<file path="config.mk">
export PLATFORM = sky130hd
export DESIGN_NAME = ysyx_24100012_imem_arb
export DESIGN_NICKNAME = d
export VERILOG_FILES = /design/src/rtl/ysyx_24100012_imem_arb.sv
export SDC_FILE = /design/constraint.sdc
export NUM_CORES = 1
export LEC_CHECK = 0
export CORE_MARGIN = 2
export CORE_UTILIZATION = 43
export DETAILED_ROUTE_END_ITERATION = 10
export PLACE_DENSITY = 0.93
export SLEW_MARGIN = 20
export SYNTH_ARGS = -nofsm -noshare
export SYNTH_HDL_FRONTEND = slang
export SYNTH_SLANG_ARGS = --single-unit
</file>
<file path="constraint.sdc">
create_clock -name clk -period 4.4 [get_ports clk]
set_input_delay 0.66 -clock clk [delete_from_list [all_inputs] [get_ports clk]]
set_output_delay 0.66 -clock clk [all_outputs]
set_load 0.1 [all_outputs]
</file>
<file path="src/rtl/ysyx_24100012_imem_arb.sv">
// ----------------------------------------------------------------------------
// ysyx_24100012_imem_arb
//
// Two-requester arbiter and sequencer in front of the combinational
// instruction ROM. Requester 0 is the IFU fetch port and requester 1 is the
// LSU read-only port. One request is granted at a time with round-robin
// priority. The ROM word is captured into a response register, so the
// response appears one cycle after the request handshake. Misaligned and
// out-of-window addresses return an error with a zero data word.
//
// Optional feature: define YSYX_24100012_IMEM_ARB_PERF_EN to add the
// free-running performance counters perf_m0_grants, perf_m1_grants and
// perf_conflicts. These counters wrap to zero after 32'hFFFFFFFF.
//
// Ports:
//   clk, rst_n          clock (rising edge), asynchronous active-low reset
//   m0_req_*            IFU request channel (valid/ready/addr)
//   m0_resp_*           IFU response channel (valid/ready/data/err)
//   m1_req_*, m1_resp_* LSU channels, same meaning as m0
//   rom_addr            byte address driven to the ROM
//   rom_data            combinational ROM word for rom_addr
//   perf_*              performance counters (only with the macro above)
// ----------------------------------------------------------------------------
module ysyx_24100012_imem_arb #(
    parameter int                    ADDR_WIDTH = 32,
    parameter int                    DATA_WIDTH = 32,
    parameter logic [ADDR_WIDTH-1:0] BASE_ADDR  = 32'h80000000,
    parameter logic [ADDR_WIDTH-1:0] SIZE_BYTES = 32'h00001000
) (
    input  logic                  clk,
    input  logic                  rst_n,
    input  logic                  m0_req_valid,
    output logic                  m0_req_ready,
    input  logic [ADDR_WIDTH-1:0] m0_req_addr,
    output logic                  m0_resp_valid,
    input  logic                  m0_resp_ready,
    output logic [DATA_WIDTH-1:0] m0_resp_data,
    output logic                  m0_resp_err,
    input  logic                  m1_req_valid,
    output logic                  m1_req_ready,
    input  logic [ADDR_WIDTH-1:0] m1_req_addr,
    output logic                  m1_resp_valid,
    input  logic                  m1_resp_ready,
    output logic [DATA_WIDTH-1:0] m1_resp_data,
    output logic                  m1_resp_err,
    output logic [ADDR_WIDTH-1:0] rom_addr,
    input  logic [DATA_WIDTH-1:0] rom_data
`ifdef YSYX_24100012_IMEM_ARB_PERF_EN
   ,output logic [31:0]           perf_m0_grants,
    output logic [31:0]           perf_m1_grants,
    output logic [31:0]           perf_conflicts
`endif
);

    typedef enum logic {
        IDLE = 1'b0,
        RESP = 1'b1
    } state_t;

    state_t                  state_q;
    logic                    rr_q;
    logic                    owner_q;
    logic [ADDR_WIDTH-1:0]   addr_q;
    logic [DATA_WIDTH-1:0]   resp_data_q;
    logic                    resp_err_q;
    logic                    m0_resp_valid_q;
    logic                    m1_resp_valid_q;

    logic                    win;
    logic                    grant0;
    logic                    grant1;
    logic                    handshake;
    logic [ADDR_WIDTH-1:0]   req_addr;
    logic                    req_err;
    logic [DATA_WIDTH-1:0]   resp_data_d;
    logic                    owner_resp_ready;
    logic [ADDR_WIDTH:0]     addr_ext;
    logic [ADDR_WIDTH:0]     base_ext;
    logic [ADDR_WIDTH:0]     limit_ext;

    // Winner selection: on contention the round-robin pointer decides,
    // otherwise the single active requester wins. With no request the
    // winner defaults to m0 so rom_addr follows m0_req_addr.
    always_comb begin
        win = 1'b0;
        if (m0_req_valid && m1_req_valid) begin
            win = rr_q;
        end else if (m1_req_valid) begin
            win = 1'b1;
        end
    end

    // Grants only exist in IDLE and never while reset is held.
    assign grant0    = rst_n && (state_q == IDLE) && m0_req_valid && !win;
    assign grant1    = rst_n && (state_q == IDLE) && m1_req_valid &&  win;
    assign handshake = grant0 || grant1;

    assign m0_req_ready = grant0;
    assign m1_req_ready = grant1;

    assign req_addr = win ? m1_req_addr : m0_req_addr;
    assign rom_addr = (state_q == IDLE) ? req_addr : addr_q;

    // Range check is one bit wider than the address so the window end
    // BASE_ADDR+SIZE_BYTES cannot wrap around to a small value.
    assign addr_ext  = {1'b0, req_addr};
    assign base_ext  = {1'b0, BASE_ADDR};
    assign limit_ext = base_ext + {1'b0, SIZE_BYTES};

    assign req_err = (req_addr[1:0] != 2'b00)
                   || (addr_ext <  base_ext)
                   || (addr_ext >= limit_ext);

    assign resp_data_d      = req_err ? '0 : rom_data;
    assign owner_resp_ready = owner_q ? m1_resp_ready : m0_resp_ready;

    // Request/response sequencer: IDLE captures the granted request and
    // ROM word, RESP holds them until the owner accepts, then hands the
    // round-robin priority to the other requester.
    always_ff @(posedge clk or negedge rst_n) begin
        if (!rst_n) begin
            state_q         <= IDLE;
            rr_q            <= 1'b0;
            owner_q         <= 1'b0;
            addr_q          <= '0;
            resp_data_q     <= '0;
            resp_err_q      <= 1'b0;
            m0_resp_valid_q <= 1'b0;
            m1_resp_valid_q <= 1'b0;
        end else begin
            case (state_q)
                IDLE: begin
                    if (handshake) begin
                        owner_q         <= win;
                        addr_q          <= req_addr;
                        resp_data_q     <= resp_data_d;
                        resp_err_q      <= req_err;
                        m0_resp_valid_q <= grant0;
                        m1_resp_valid_q <= grant1;
                        state_q         <= RESP;
                    end
                end
                RESP: begin
                    if (owner_resp_ready) begin
                        rr_q            <= ~owner_q;
                        m0_resp_valid_q <= 1'b0;
                        m1_resp_valid_q <= 1'b0;
                        state_q         <= IDLE;
                    end
                end
                default: begin
                    state_q <= IDLE;
                end
            endcase
        end
    end

    assign m0_resp_valid = m0_resp_valid_q;
    assign m1_resp_valid = m1_resp_valid_q;

    // Only the owner of the captured word sees it; the other port reads 0.
    assign m0_resp_data = owner_q ? '0 : resp_data_q;
    assign m0_resp_err  = owner_q ? 1'b0 : resp_err_q;
    assign m1_resp_data = owner_q ? resp_data_q : '0;
    assign m1_resp_err  = owner_q ? resp_err_q : 1'b0;

`ifdef YSYX_24100012_IMEM_ARB_PERF_EN
    logic [31:0] perf_m0_grants_q;
    logic [31:0] perf_m1_grants_q;
    logic [31:0] perf_conflicts_q;
    logic        conflict;

    assign conflict = (state_q == IDLE) && m0_req_valid && m1_req_valid;

    // Event counters; natural 32-bit overflow provides the wrap to zero.
    always_ff @(posedge clk or negedge rst_n) begin
        if (!rst_n) begin
            perf_m0_grants_q <= '0;
            perf_m1_grants_q <= '0;
            perf_conflicts_q <= '0;
        end else begin
            if (grant0) begin
                perf_m0_grants_q <= perf_m0_grants_q + 32'd1;
            end
            if (grant1) begin
                perf_m1_grants_q <= perf_m1_grants_q + 32'd1;
            end
            if (conflict) begin
                perf_conflicts_q <= perf_conflicts_q + 32'd1;
            end
        end
    end

    assign perf_m0_grants = perf_m0_grants_q;
    assign perf_m1_grants = perf_m1_grants_q;
    assign perf_conflicts = perf_conflicts_q;
`endif

endmodule

</file>
==> impl_metrics.env <==
export IMPL_worst_setup_path_type="primary input to output pin"
export IMPL_ys_seq_elements=70
export IMPL_crit_top_cell="mux2_2"
export IMPL_crit_fanout=32
export IMPL_finalInstanceArea_mm2=0.00613
export IMPL_synth_nets=428
export IMPL_first_global_vias=3436
export IMPL_worstMarginPinSlew_ns=0.996
export IMPL_grt_pass1_wl_um=17700
export IMPL_vias_per_cell=5.27
export IMPL_syn_to_final_growth_pct=56.3
export IMPL_slew_headroom_pct=33.4
export IMPL_placed_area_mm2=0.00594
export IMPL_fmax_mhz=277
export IMPL_fillCellCount=649
export IMPL_setup_viol=0
export IMPL_crit_buf_inv=2
export IMPL_clock_path_buffers=2
export IMPL_hold_violations=0
export IMPL_cts_repair_resized=0
export IMPL_postCtsHoldBufs=0
export IMPL_grt_usage_pct=22.7
export IMPL_slew_violations=0
export IMPL_htreeDepth=3
export IMPL_register_area_mm2=0.00175
export IMPL_core_area_mm2=0.00876
export IMPL_cts_clk_slew_worst_paths_ns=0.08
export IMPL_cts_tree="yes"
export IMPL_wl_per_cell_um=17.4
export IMPL_setup_worst_path_end_class="output pin"
export IMPL_clock_latency_ns=0.33
export IMPL_synth_cells=326
export IMPL_ys_async_sr_fraction_pct=100
export IMPL_cpPeakStageDelay_ns=0.60
export IMPL_synth_top_area_share_pct=44.7
export IMPL_grt_max_degree=71
export IMPL_root_buffer="clkbuf_8"
export IMPL_synth_common_cells="mux2_2, dfrtp_1, and2_1"
export IMPL_synth_edff_count=0
export IMPL_grt_overflow_total=0
export IMPL_leakage_uw=0.00256
export IMPL_io_pins=204
export IMPL_critPathRequiredTime_ns=3.74
export IMPL_rsz0062_at_grt="false"
export IMPL_maxCapViolCount=0
export IMPL_initial_utilization_pct=44.7
export IMPL_yosysTopAreaCell="dfrtp_1"
export IMPL_ir_worst_vdd_mv=0.626
export IMPL_cp_data_arrival_time_ns=2.95
export IMPL_gp_congestion=0.847
export IMPL_place_port_buffers=203
export IMPL_cts_buffers=9
export IMPL_post_dp_hpwl_um=8430
export IMPL_final_nets=623
export IMPL_powerDensity_mw_per_mm2=559
export IMPL_drc=0
export IMPL_post_cts_buffers=0
export IMPL_drive_gt1_share_pct=28.9
export IMPL_first_iter_violations=92
export IMPL_multiInputGateArea_mm2=0.00205
export IMPL_setup_slack_ns=0.792
export IMPL_status="finished clean"
export IMPL_crit_path_start_kind="primary input"
export IMPL_synth_cell_types=30
export IMPL_first_pass_iters=4
export IMPL_hold_slack_ns=0.481
export IMPL_num_antenna_cells=0
export IMPL_setup_total_negative_slack_ns=0
export IMPL_die_area_mm2=0.00990
export IMPL_synth_area_leaders="dfrtp_1, mux2_2, a22o_1, and2_1, nor2b_1"
export IMPL_synthesis_area_mm2=0.00392
export IMPL_die_y_um=99.5
export IMPL_pre_cts_ws_ns=0.794
export IMPL_die_x_um=99.5
export IMPL_cts_sinks=70
export IMPL_crit_family="buffers and inverters"
export IMPL_yosysSeqAreaShare_pct=44.7
export IMPL_avgSynthCellArea_um2=12.0
export IMPL_num_vias=3341
export IMPL_worst_path_max_delay_cell="clkdlybuf4s50_1"
export IMPL_total_power_uw=3420
export IMPL_synth_warnings=0
export IMPL_yosysMostFrequentCell="mux2_2"
export IMPL_totalWireLength_um=11000
export IMPL_fin_crit_ns=3.61
export IMPL_antenna_found_initial=0
export IMPL_synth_flop_cell="dfrtp_1"
export IMPL_min_path_type="register to register"
export IMPL_fin_crit_sh_pct=82.0
export IMPL_clock_skew_ns=0.00949
export IMPL_ant_nets=0
export IMPL_row_count=34
export IMPL_path_cells="clkdlybuf4s50_1, nand2b_2, nand2_2, mux2_2, mux2_2, buf_4"
-- kinds of logic (layout without fill, tap and decap cells) --
group | Yosys count | count (layout) | share of synthesized area [%]
flip-flops | 70 | 70 | 44.7
multiplexers | 97 | 97 | 27.8
AO/OA/AOI/OAI | 42 | 42 | 9.26
buffers and inverters | 26 | 226 | 3.26
AND/OR/NAND/NOR | 91 | 91 | 15.0
-- state kept, by name (all words and copies together), names as in the netlist --
signal         flops
resp_err_q         1
state_q            1
rr_q               1
m0_resp_valid      1
m1_resp_valid      1
addr_q            32
owner_q            1
resp_data_q       32
-- area by class of cell --
type                            instances  share of cell area (%)
Multi-Input combinational cell        230                    33.5
Timing Repair Buffer                  207                    32.4
Sequential cell                        70                    28.6
Tap cell                              108                    2.20
Clock buffer                           10                    2.08
Clock inverter                          6                    1.02
Inverter                                3                   0.184
-- layer usage --
layer / track usage (%) / vias to the layer above / part of all wire [%]
met3: 5.20 / 12 / 7.2
li1: - / 1566 / -
met4: 6.32 / 0 / 1.2
met1: 28.1 / 1608 / 40
met5: 0 / - / 0
met2: 39.7 / 155 / 51
-- path summary, 6_finish.rpt --
check / slack, ns / end / from / depth (start not counted)
setup / recovery: 0.79 / rom_addr[27] / m0_req_valid / 6
hold / removal: 0.48 / m1_resp_valid / m1_resp_valid / 1
setup reg to reg: 2.32 / addr_q[28] / rr_q / 4
hold reg to reg: 0.48 / m1_resp_valid / m1_resp_valid / 1
max in group asynchronous: 3.29 / owner_q / rst_n / 2
min in group asynchronous: 0.53 / owner_q / rst_n / 2
-- worst reg2reg max path, stage by stage (launching register included) --
cell	delay [ns]
dfrtp_1	0.43
nand2b_2	0.23
nand2_2	0.59
mux2_2	0.45
mux2_2	0.27
-- power breakdown --
part | switching (uW) | internal, uW
clock network | 238 | 260
logic | 1400 | 579
registers | 144 | 799
-- per-stage QoR --
stage               std cells  utilization [%]
detailed placement        618             67.8
CTS                       634             69.9
global route              634             69.9
global placement          618             67.8
floorplan                 326                -
finish                    634             69.9
-- cells in the final DEF, fill, tap and decap left out, types with 2 or more instances in the layout --
| master | count |
|---|---|
| clkinvlp_4 | 3 |
| a22o_1 | 32 |
| nor4_2 | 4 |
| clkdlybuf4s50_1 | 168 |
| mux2_2 | 87 |
| clkinv_2 | 2 |
| a21oi_1 | 3 |
| a21o_1 | 2 |
| nor4_1 | 5 |
| mux2_1 | 9 |
| nand4_1 | 3 |
| dfrtp_1 | 69 |
| nand2_1 | 7 |
| nor2b_1 | 32 |
| and2_1 | 33 |
| buf_4 | 38 |
| inv_1 | 2 |
| clkbuf_8 | 9 |
Power figures use the tool's default switching activity.
